## src/rtl/clock_pkg.sv

```systemverilog
// Shared BCD time types, alarm FSM states and BCD arithmetic helpers
// for the alarm clock.
package clock_pkg;

    typedef logic [3:0] bcd_digit_t;
    typedef logic [7:0] bcd_field_t;

    typedef struct packed {
        bcd_field_t hh;
        bcd_field_t mm;
        bcd_field_t ss;
    } bcd_time_t;

    typedef struct packed {
        bcd_field_t hh;
        bcd_field_t mm;
    } bcd_hm_t;

    typedef enum logic [1:0] {
        ST_IDLE    = 2'd0,
        ST_RINGING = 2'd1,
        ST_SNOOZED = 2'd2
    } alarm_state_t;

    localparam bcd_field_t HH_MAX = 8'h23;
    localparam bcd_field_t MS_MAX = 8'h59;

    // Both digits must be decimal; once they are, BCD order matches numeric order.
    function automatic logic bcd_field_ok(input bcd_field_t f, input bcd_field_t max);
        return (f[7:4] <= 4'd9) && (f[3:0] <= 4'd9) && (f <= max);
    endfunction

    function automatic logic [6:0] bcd_to_bin(input bcd_field_t f);
        return ({3'b000, f[7:4]} * 7'd10) + {3'b000, f[3:0]};
    endfunction

    function automatic bcd_field_t bin_to_bcd(input logic [6:0] v);
        return {4'(v / 7'd10), 4'(v % 7'd10)};
    endfunction

    function automatic bcd_hm_t bcd_add_minutes(input bcd_hm_t t, input logic [5:0] mins);
        logic [10:0] m;
        m = 11'(bcd_to_bin(t.hh)) * 11'd60 + 11'(bcd_to_bin(t.mm)) + 11'(mins);
        if (m >= 11'd1440)
            m = m - 11'd1440;
        return {bin_to_bcd(7'(m / 11'd60)), bin_to_bcd(7'(m % 11'd60))};
    endfunction

endpackage

```

## src/rtl/bcd_time_counter.sv

```systemverilog
// 24-hour BCD HH:MM:SS register: guarded load, one-second increment with
// carries, and the incremented value exposed for alarm matching.
module bcd_time_counter
    import clock_pkg::*;
(
    input  logic      clk,
    input  logic      rst,
    input  logic      load_i,
    input  bcd_time_t time_i,
    input  logic      inc_i,
    output bcd_time_t time_o,
    output bcd_time_t time_inc_o
);

    bcd_time_t time_q, time_d, time_inc;
    logic      load_ok;

    function automatic bcd_field_t inc_field(input bcd_field_t f, input bcd_field_t max);
        if (f == max)
            return 8'h00;
        else if (f[3:0] == 4'd9)
            return {f[7:4] + 4'd1, 4'd0};
        else
            return {f[7:4], f[3:0] + 4'd1};
    endfunction

    assign load_ok = bcd_field_ok(time_i.hh, HH_MAX) &&
                     bcd_field_ok(time_i.mm, MS_MAX) &&
                     bcd_field_ok(time_i.ss, MS_MAX);

    always_comb begin
        time_inc.ss = inc_field(time_q.ss, MS_MAX);
        time_inc.mm = (time_q.ss == MS_MAX) ? inc_field(time_q.mm, MS_MAX) : time_q.mm;
        time_inc.hh = (time_q.ss == MS_MAX && time_q.mm == MS_MAX)
                    ? inc_field(time_q.hh, HH_MAX) : time_q.hh;
    end

    // An illegal load value simply holds the current time.
    always_comb begin
        time_d = time_q;
        if (load_i) begin
            if (load_ok)
                time_d = time_i;
        end else if (inc_i) begin
            time_d = time_inc;
        end
    end

    always_ff @(posedge clk or posedge rst) begin
        if (rst)
            time_q <= '0;
        else
            time_q <= time_d;
    end

    assign time_o     = time_q;
    assign time_inc_o = time_inc;

endmodule

```

## src/rtl/alarm_clock_param.sv

```systemverilog
// Alarm clock: seconds prescaler, BCD time-of-day, alarm register with
// snooze, and a 12/24-hour display mapping.
module alarm_clock_param
    import clock_pkg::*;
#(
    parameter int unsigned TICKS_PER_SEC = 1,
    parameter int unsigned ALARM_LEN     = 10,
    parameter int unsigned SNOOZE_MIN    = 5
) (
    input  logic        clk,
    input  logic        reset_time,
    input  logic        set_time,
    input  logic [23:0] time_in,
    input  logic        set_alarm,
    input  logic [15:0] alarm_in,
    input  logic        alarm_en,
    input  logic        snooze,
    input  logic        dismiss,
    input  logic        mode_12h,
    output logic [23:0] time_out,
    output logic        pm,
    output logic        alarm_out,
    output logic        sec_tick
);

    localparam int unsigned PW = (TICKS_PER_SEC > 1) ? $clog2(TICKS_PER_SEC) : 1;
    localparam int unsigned RW = $clog2(ALARM_LEN + 1);

    logic [PW-1:0] presc_q, presc_d;
    logic [RW-1:0] ring_cnt_q, ring_cnt_d;
    bcd_hm_t       alarm_q, alarm_d;
    bcd_hm_t       snz_q, snz_d;
    alarm_state_t  state_q, state_d;
    logic          sec_tick_q;
    logic          tick, alarm_hit, snz_hit, ring_done;
    bcd_time_t     cur_time, time_inc;
    bcd_field_t    disp_hh;

    assign tick = !set_time && (presc_q == PW'(TICKS_PER_SEC - 1));

    always_comb begin
        presc_d = presc_q + PW'(1);
        if (set_time || tick)
            presc_d = '0;
    end

    bcd_time_counter u_time (
        .clk        (clk),
        .rst        (reset_time),
        .load_i     (set_time),
        .time_i     (bcd_time_t'(time_in)),
        .inc_i      (tick),
        .time_o     (cur_time),
        .time_inc_o (time_inc)
    );

    always_comb begin
        alarm_d = alarm_q;
        if (set_alarm && bcd_field_ok(alarm_in[15:8], HH_MAX) && bcd_field_ok(alarm_in[7:0], MS_MAX))
            alarm_d = bcd_hm_t'(alarm_in);
    end

    // Matches look at the value the increment is about to produce, so a
    // time loaded through set_time can never fire the alarm.
    assign alarm_hit = tick && (time_inc == {alarm_q, 8'h00});
    assign snz_hit   = tick && (time_inc == {snz_q, 8'h00});
    assign ring_done = tick && (ring_cnt_q == RW'(ALARM_LEN - 1));

    always_comb begin
        state_d = state_q;
        if (set_time || !alarm_en) begin
            state_d = ST_IDLE;
        end else begin
            case (state_q)
                ST_IDLE:    if (alarm_hit) state_d = ST_RINGING;
                ST_RINGING: begin
                    if (dismiss)        state_d = ST_IDLE;
                    else if (snooze)    state_d = ST_SNOOZED;
                    else if (ring_done) state_d = ST_IDLE;
                end
                ST_SNOOZED: begin
                    if (dismiss)        state_d = ST_IDLE;
                    else if (snz_hit)   state_d = ST_RINGING;
                end
                default:                state_d = ST_IDLE;
            endcase
        end
    end

    always_comb begin
        snz_d = snz_q;
        if (state_q == ST_RINGING && state_d == ST_SNOOZED)
            snz_d = bcd_add_minutes({cur_time.hh, cur_time.mm}, 6'(SNOOZE_MIN));
    end

    always_comb begin
        ring_cnt_d = '0;
        if (state_q == ST_RINGING)
            ring_cnt_d = tick ? ring_cnt_q + RW'(1) : ring_cnt_q;
    end

    always_ff @(posedge clk or posedge reset_time) begin
        if (reset_time) begin
            presc_q    <= '0;
            ring_cnt_q <= '0;
            alarm_q    <= '0;
            snz_q      <= '0;
            state_q    <= ST_IDLE;
            sec_tick_q <= 1'b0;
        end else begin
            presc_q    <= presc_d;
            ring_cnt_q <= ring_cnt_d;
            alarm_q    <= alarm_d;
            snz_q      <= snz_d;
            state_q    <= state_d;
            sec_tick_q <= tick;
        end
    end

    always_comb begin
        alarm_out = (state_q == ST_RINGING);
    end

    always_comb begin
        disp_hh = cur_time.hh;
        if (mode_12h) begin
            if (cur_time.hh == 8'h00)
                disp_hh = 8'h12;
            else if (cur_time.hh > 8'h12)
                disp_hh = bin_to_bcd(bcd_to_bin(cur_time.hh) - 7'd12);
        end
    end

    assign time_out = {disp_hh, cur_time.mm, cur_time.ss};
    assign pm       = (cur_time.hh >= 8'h12);
    assign sec_tick = sec_tick_q;

endmodule

```

## config.mk

```make
export PLATFORM = sky130hd
export DESIGN_NAME = alarm_clock_param
export DESIGN_NICKNAME = d
export VERILOG_FILES = /design/src/rtl/clock_pkg.sv /design/src/rtl/bcd_time_counter.sv /design/src/rtl/alarm_clock_param.sv
export SDC_FILE = /design/constraint.sdc
export NUM_CORES = 1
export LEC_CHECK = 0
export ABC_AREA = 1
export CAP_MARGIN = 40
export CORE_UTILIZATION = 59
export CTS_CLUSTER_SIZE = 30
export DETAILED_ROUTE_END_ITERATION = 8
export GPL_TIMING_DRIVEN = 0
export PLACE_DENSITY = 0.91
export SYNTH_ARGS = -nofsm -noshare
export SYNTH_HDL_FRONTEND = slang
export SYNTH_HIERARCHICAL = 1
export SYNTH_SLANG_ARGS = --single-unit
```

## constraint.sdc

```tcl
create_clock -name clk -period 9.15 [get_ports clk]
set_input_delay 2.2875 -clock clk [delete_from_list [all_inputs] [get_ports clk]]
set_output_delay 2.2875 -clock clk [all_outputs]
set_load 0.01 [all_outputs]
```

# --- Yosys cells after proc, flatten, opt, wreduce, memory -nomap -nowiden ---
# Cells that the tools add are included.
totals:
  reg_bits: 64
  latch_bits: 0
  ramBits: 0
  romBits: 0
  inputBits: 48
  elab_cells: 124
  mem_count: 0
classes:
  n_addsub: 14
  n_mul: 3
  div: 8
  order_cmp: 18
  n_eq_ne: 14
  n_shift: 0
  n_mux: 27
  bitwise: 1
  n_reduce_logical: 28
ops:
  columns: ["operator", "count"]
  rows:
  - ["8-bit two-way mux", 11]
  - ["24-bit two-way mux", 3]
  - ["24-bit == test", 2]
  - ["4-bit <= comparator (second input constant)", 10]
  - ["4-bit by 1-bit adder with 4-bit output (second input constant)", 7]
  - ["8-bit by 7-bit <= comparator with 1-bit output (second input constant)", 3]
  - ["11-bit two-way mux", 2]
  - ["7-bit by 4-bit divider with 7-bit output (second input constant)", 3]
  - ["7-bit by 4-bit remainder unit with 7-bit output (second input constant)", 3]
  - ["1-bit logical AND", 20]
  - ["4-bit == test (second input constant)", 4]
  - ["8-bit by 7-bit == test with 1-bit output (second input constant)", 2]
  - ["8-bit by 6-bit <= comparator with 1-bit output (second input constant)", 2]
  - ["7-bit by 4-bit adder with 7-bit output", 2]
  - ["2-bit two-way mux", 7]
  - ["4-bit by 3-bit multiplier with 6-bit output (second input constant)", 2]
  - ["11-bit by 3-bit adder with 11-bit output (second input constant)", 1]
  - ["11-bit by 7-bit adder with 11-bit output", 1]
  - ["11-bit by 6-bit divider with 11-bit output (second input constant)", 1]
  - ["11-bit >= comparator (second input constant)", 1]
  - ["11-bit by 6-bit remainder unit with 11-bit output (second input constant)", 1]
  - ["11-bit subtractor (second input constant)", 1]
  - ["7-bit by 4-bit multiplier with 9-bit output (second input constant)", 1]
  - ["8-bit by 6-bit == test with 1-bit output (second input constant)", 1]
  - ["other kinds (17)", 22]

# --- Longest topological paths before layout ---
depth:
  depth_word: 15
  ltp_mapped: 65

# --- Hierarchy ---
# The synthesis kept the hierarchy.
modules_own_cells:
  columns: ["mod", "n_inst", "cells_each", "area_each_um2", "seq_area_each_um2"]
  rows:
  - ["alarm_clock_param", 1, 833, 5504.0, 975.9]
  - ["bcd_time_counter", 1, 352, 2177.1, 600.6]

# --- Worst setup path after synthesis ---
# Ideal clock, no wire load.
synth_path:
  path_type: "reg2reg"
  from: "register u_time.time_q, in the netlist u_time/time_o[20]"
  to: "register snz_q[1] in the netlist's numbering"
  arrival_time_ns: 7.682
  setup_slack_ns: 1.351
  path_stages_with_launch: 60
  synth_period_minus_slack_ns: 7.799
  cell_sequence: "dfrtp_1 ha_1 inv_1 fa_1 xnor2_1 inv_1 fa_1 inv_1 ha_1 inv_1 xor2_1 ha_1 xor2_1 ha_1 ha_1 nand2_1 inv_1 a21oi_1 [... 24 more ...] nor2_4 nand2_2 nand2_2 nand2_2 nand2_4 nand2_2 nand2_2 nand2_2 nand2_2 nand2_1 inv_1 ha_1 nand2_2 nand2_2 nand2_2 nand2_1 nand3_1 nand2_1"
synth_via:
  elab_chain_cells: 12
synth_lines:
  columns: ["item", "line", "source"]
  rows:
  - ["start: declaration", "bcd_time_counter.sv:15", "bcd_time_t time_q, time_d, time_inc;"]
  - ["start signal: assignment", "bcd_time_counter.sv:53", "time_q <= time_d;"]
  - ["parallel branches: the longest is 12 deep, another holds 11-bit by 7-bit adder with 11-bit output", null, null]
  - ["end signal: assignment", "alarm_clock_param.sv:114", "snz_q <= snz_d;"]
  - ["end: declaration", "alarm_clock_param.sv:32", "bcd_hm_t snz_q, snz_d;"]
# Several ways; the timed one is not identified. The select of a mux whose other input is x is not followed.
# A chain may end at the register's enable or synchronous reset.

# --- Worst setup path after layout ---
layout_path:
  from: "register u_time.time_q, in the netlist u_time/time_o[21]"
  to: "output port time_out[18]"
layout_via:
  elab_chain_cells: 7
layout_lines:
  columns: ["item", "line", "source"]
  rows:
  - ["4-bit by 3-bit multiplier with 6-bit output", "clock_pkg.sv:34", "return ({3'b000, f[7:4]} * 7'd10) + {3'b000, f[3:0]};"]
  - ["7-bit by 4-bit adder with 7-bit output", "clock_pkg.sv:34", null]
  - ["7-bit by 4-bit subtractor with 7-bit output", "alarm_clock_param.sv:130", "disp_hh = bin_to_bcd(bcd_to_bin(cur_time.hh) - 7'd12);"]
  - ["7-bit by 4-bit remainder unit with 7-bit output", "clock_pkg.sv:38", "return {4'(v / 7'd10), 4'(v % 7'd10)};"]
  - ["8-bit two-way mux", "alarm_clock_param.sv:129", "else if (cur_time.hh > 8'h12)"]
  - ["8-bit two-way mux (*)", "alarm_clock_param.sv:127", "if (cur_time.hh == 8'h00)"]
  - ["8-bit two-way mux (*)", "alarm_clock_param.sv:126", "if (mode_12h) begin"]
  - ["end: declaration", "alarm_clock_param.sv:20", "output logic [23:0] time_out,"]
# Every way passes the cells marked *; elsewhere a longest branch is shown, timed or not.

==> impl_metrics.env <==
export IMPL_status="completed"
export IMPL_syn_area_sq_mm=0.00768
export IMPL_synth_cell_types=55
export IMPL_clkSlewWorstSetupHoldPaths_ns=0.06
export IMPL_synth_warnings=6
export IMPL_max_cap_viol_count=0
export IMPL_criticalPathCategory="reg2out"
export IMPL_layout_min_cycle_time_ns=8.67
export IMPL_synthFlopType="dfrtp_1"
export IMPL_crit_path_max_fanout=10
export IMPL_dieWidth_um=116
export IMPL_cp_num_buf_inv=4
export IMPL_htree_levels=3
export IMPL_hold_slack_ns=0.497
export IMPL_synthArstFlopShare_pct=100
export IMPL_grt_start_max_net_pins=40
export IMPL_insertion_delay_ns=0.34
export IMPL_setup_viol=0
export IMPL_area_growth_pct=18.0
export IMPL_synth_seq_cells=63
export IMPL_overflow=0
export IMPL_ant_nets=0
export IMPL_pre_cts_ws_ns=0.274
export IMPL_wirelength_um=20300
export IMPL_min_to="alarm_q[4]"
export IMPL_root_buffer="clkbuf_16"
export IMPL_io_buffers=74
export IMPL_cts_tree="built"
export IMPL_grt_pass1_vias=7577
export IMPL_grt_pass1_wl_um=32800
export IMPL_fin_crit_sh_pct=94.7
export IMPL_hold_path_depth=2
export IMPL_worstPathRequired_ns=6.86
export IMPL_detail_route_wl_per_cell_um=13.9
export IMPL_min_delay_start="alarm_q[4]"
export IMPL_cpPeakStageDelay_ns=0.56
export IMPL_fin_ws_ns=0.485
export IMPL_diodes=0
export IMPL_crit_path_start_kind="register"
export IMPL_cts_buffers_inserted=9
export IMPL_antenna_found_initial=0
export IMPL_via_per_inst=5.54
export IMPL_track_usage_pct=30.5
export IMPL_worst_pin_slew_ns=0.844
export IMPL_num_rows=41
export IMPL_die_area_sq_mm=0.0135
export IMPL_hold_viol=0
export IMPL_drtIter0Drc=680
export IMPL_r2r_slack_ns=0.68
export IMPL_start_util_pct=60.6
export IMPL_syn_area_per_cell_sq_um=6.48
export IMPL_syn_nets=1311
export IMPL_clock_skew_ns=0.00917
export IMPL_cp_arrival_ns=6.38
export IMPL_final_cell_mix="nand2_1 (355), inv_1 (181), nand3_1 (111)"
export IMPL_layout_commonest_cell="nand2_1"
export IMPL_r2r_cells=55
export IMPL_reg2reg_from="u_time/time_o[20]"
export IMPL_drive_above_1_share_pct=12.0
export IMPL_cts_path_max_buffers=2
export IMPL_remaining_drc_errors=0
export IMPL_nFillCells=978
export IMPL_cts_num_sinks=63
export IMPL_dr_total_vias=8062
export IMPL_hp_class="reg2reg"
export IMPL_setup_tns_ns=0
export IMPL_ios=75
export IMPL_critPathTopFamily="adder cells"
export IMPL_hpwl_um=14900
export IMPL_layout_nets=1404
export IMPL_relSlewSlack_pct=42.3
export IMPL_fp_dieH_um=116
export IMPL_crit_reg2reg_capture="snz_q[1]"
export IMPL_gp_congestion=0.917
export IMPL_fmax_ghz=0.115
export IMPL_cp_end_kind="output port"
export IMPL_core_sq_mm=0.0127
export IMPL_cp_slowest_cell="clkdlybuf4s50_1"
export IMPL_final_max_slew_viol_count=0
export IMPL_ys_seq_area_share_pct=20.5
export IMPL_synth_enable_flop_cells=0
export IMPL_synth_cells=1185
export IMPL_dr_pass1_iters=6
==> Yosys cell counts (20+ instances only) <==
| master | number | area (sq um) |
|---|---|---|
| inv_1 | 182 | 683 |
| nand2_1 | 355 | 1330 |
| or2_2 | 20 | 125 |
| nand3_1 | 111 | 556 |
| xor2_1 | 25 | 219 |
| dfrtp_1 | 63 | 1580 |
| ha_1 | 68 | 851 |
| a21oi_1 | 31 | 155 |
| o21ai_0 | 46 | 230 |
| nand4_1 | 33 | 206 |
| nor2_1 | 63 | 236 |
| nand2_2 | 44 | 275 |
==> registers in the layout, indices dropped and copies added, names as in the netlist <==
register	cells
sec_tick	1
ring_cnt_q	4
snz_q	15
presc_q	1
u_time/time_o	24
alarm_q	16
state_q	2
==> cell families after synthesis <==
| family | count (synthesis) | share of synthesized area (%) |
|---|---|---|
| AO/OA/AOI/OAI | 116 | 8.96 |
| XOR/XNOR | 44 | 5.21 |
| adder cells (fa/ha/maj) | 78 | 13.7 |
| buffers and inverters | 211 | 10.8 |
| flip-flops | 63 | 20.5 |
| other | 1 | 0.0488 |
| AND/OR/NAND/NOR | 672 | 40.8 |
==> timing repair <==
item | 4_1_cts | 5_1_grt
gates resized for setup | 0 | 11
buffers inserted | 0 | 7
hold buffers | 0 | 0
hold endpoints to repair | 0 | 0
endpoints found under the setup margin | 0 | 12
==> worst reg2reg max path: cells and delay by family, from the launching register on <==
kind | cells | cell delay (ns)
DFF | 1 | 0.46
adders and majority gates | 9 | 3.42
AOI/OAI and AO/OA | 4 | 0.81
and+or+nand+nor | 34 | 2.95
buffers and inverters | 8 | 0.69
==> stage by stage <==
step                      utilization (%)  cells  cell area [sq um]
after global placement               68.2   1431               8640
after global routing                 71.5   1455               9060
after floorplan                         -   1185               7680
after detailed placement             68.4   1432               8660
after CTS                            70.8   1448               8970
final                                71.5   1455               9060
==> routing by layer <==
layer | wire length (um) | share of wire, % | track usage (%) | up-vias
met5 | 0 | 0 | 0 | -
met3 | 1620 | 8.0 | 5.35 | 85
li1 | - | - | - | 3969
met1 | 8140 | 40 | 37.0 | 3674
met2 | 9810 | 48 | 53.6 | 334
met4 | 700 | 3.5 | 12.5 | 0
==> area by class of cell <==
type	count	area [sq um]	area share, %
clock inverters	7	78.8	0.870
multi-input cells	911	5310	58.6
inverters	197	739	8.16
plain buffers	14	88.8	0.981
repair buffers	82	821	9.06
well taps	172	215	2.38
flip-flops and latches	63	1580	17.5
clock buffers	9	225	2.49
==> worst max-delay path by stage <==
stage	from	end	slack, ns	cells past startpoint
floorplan	u_time/time_o[20]	snz_q[1]	1.35	59
global placement	u_time/time_o[20]	snz_q[2]	0.53	59
detailed placement	u_time/time_o[20]	snz_q[1]	0.27	59
CTS	u_time/time_o[20]	time_out[18]	0.16	27
global route	u_time/time_o[20]	snz_q[1]	-0.009	55
finish	u_time/time_o[21]	time_out[18]	0.48	30
Power is left out: the tool's default activity adds up to more than one toggle a clock period on the data nets, which glitch-free logic cannot reach.
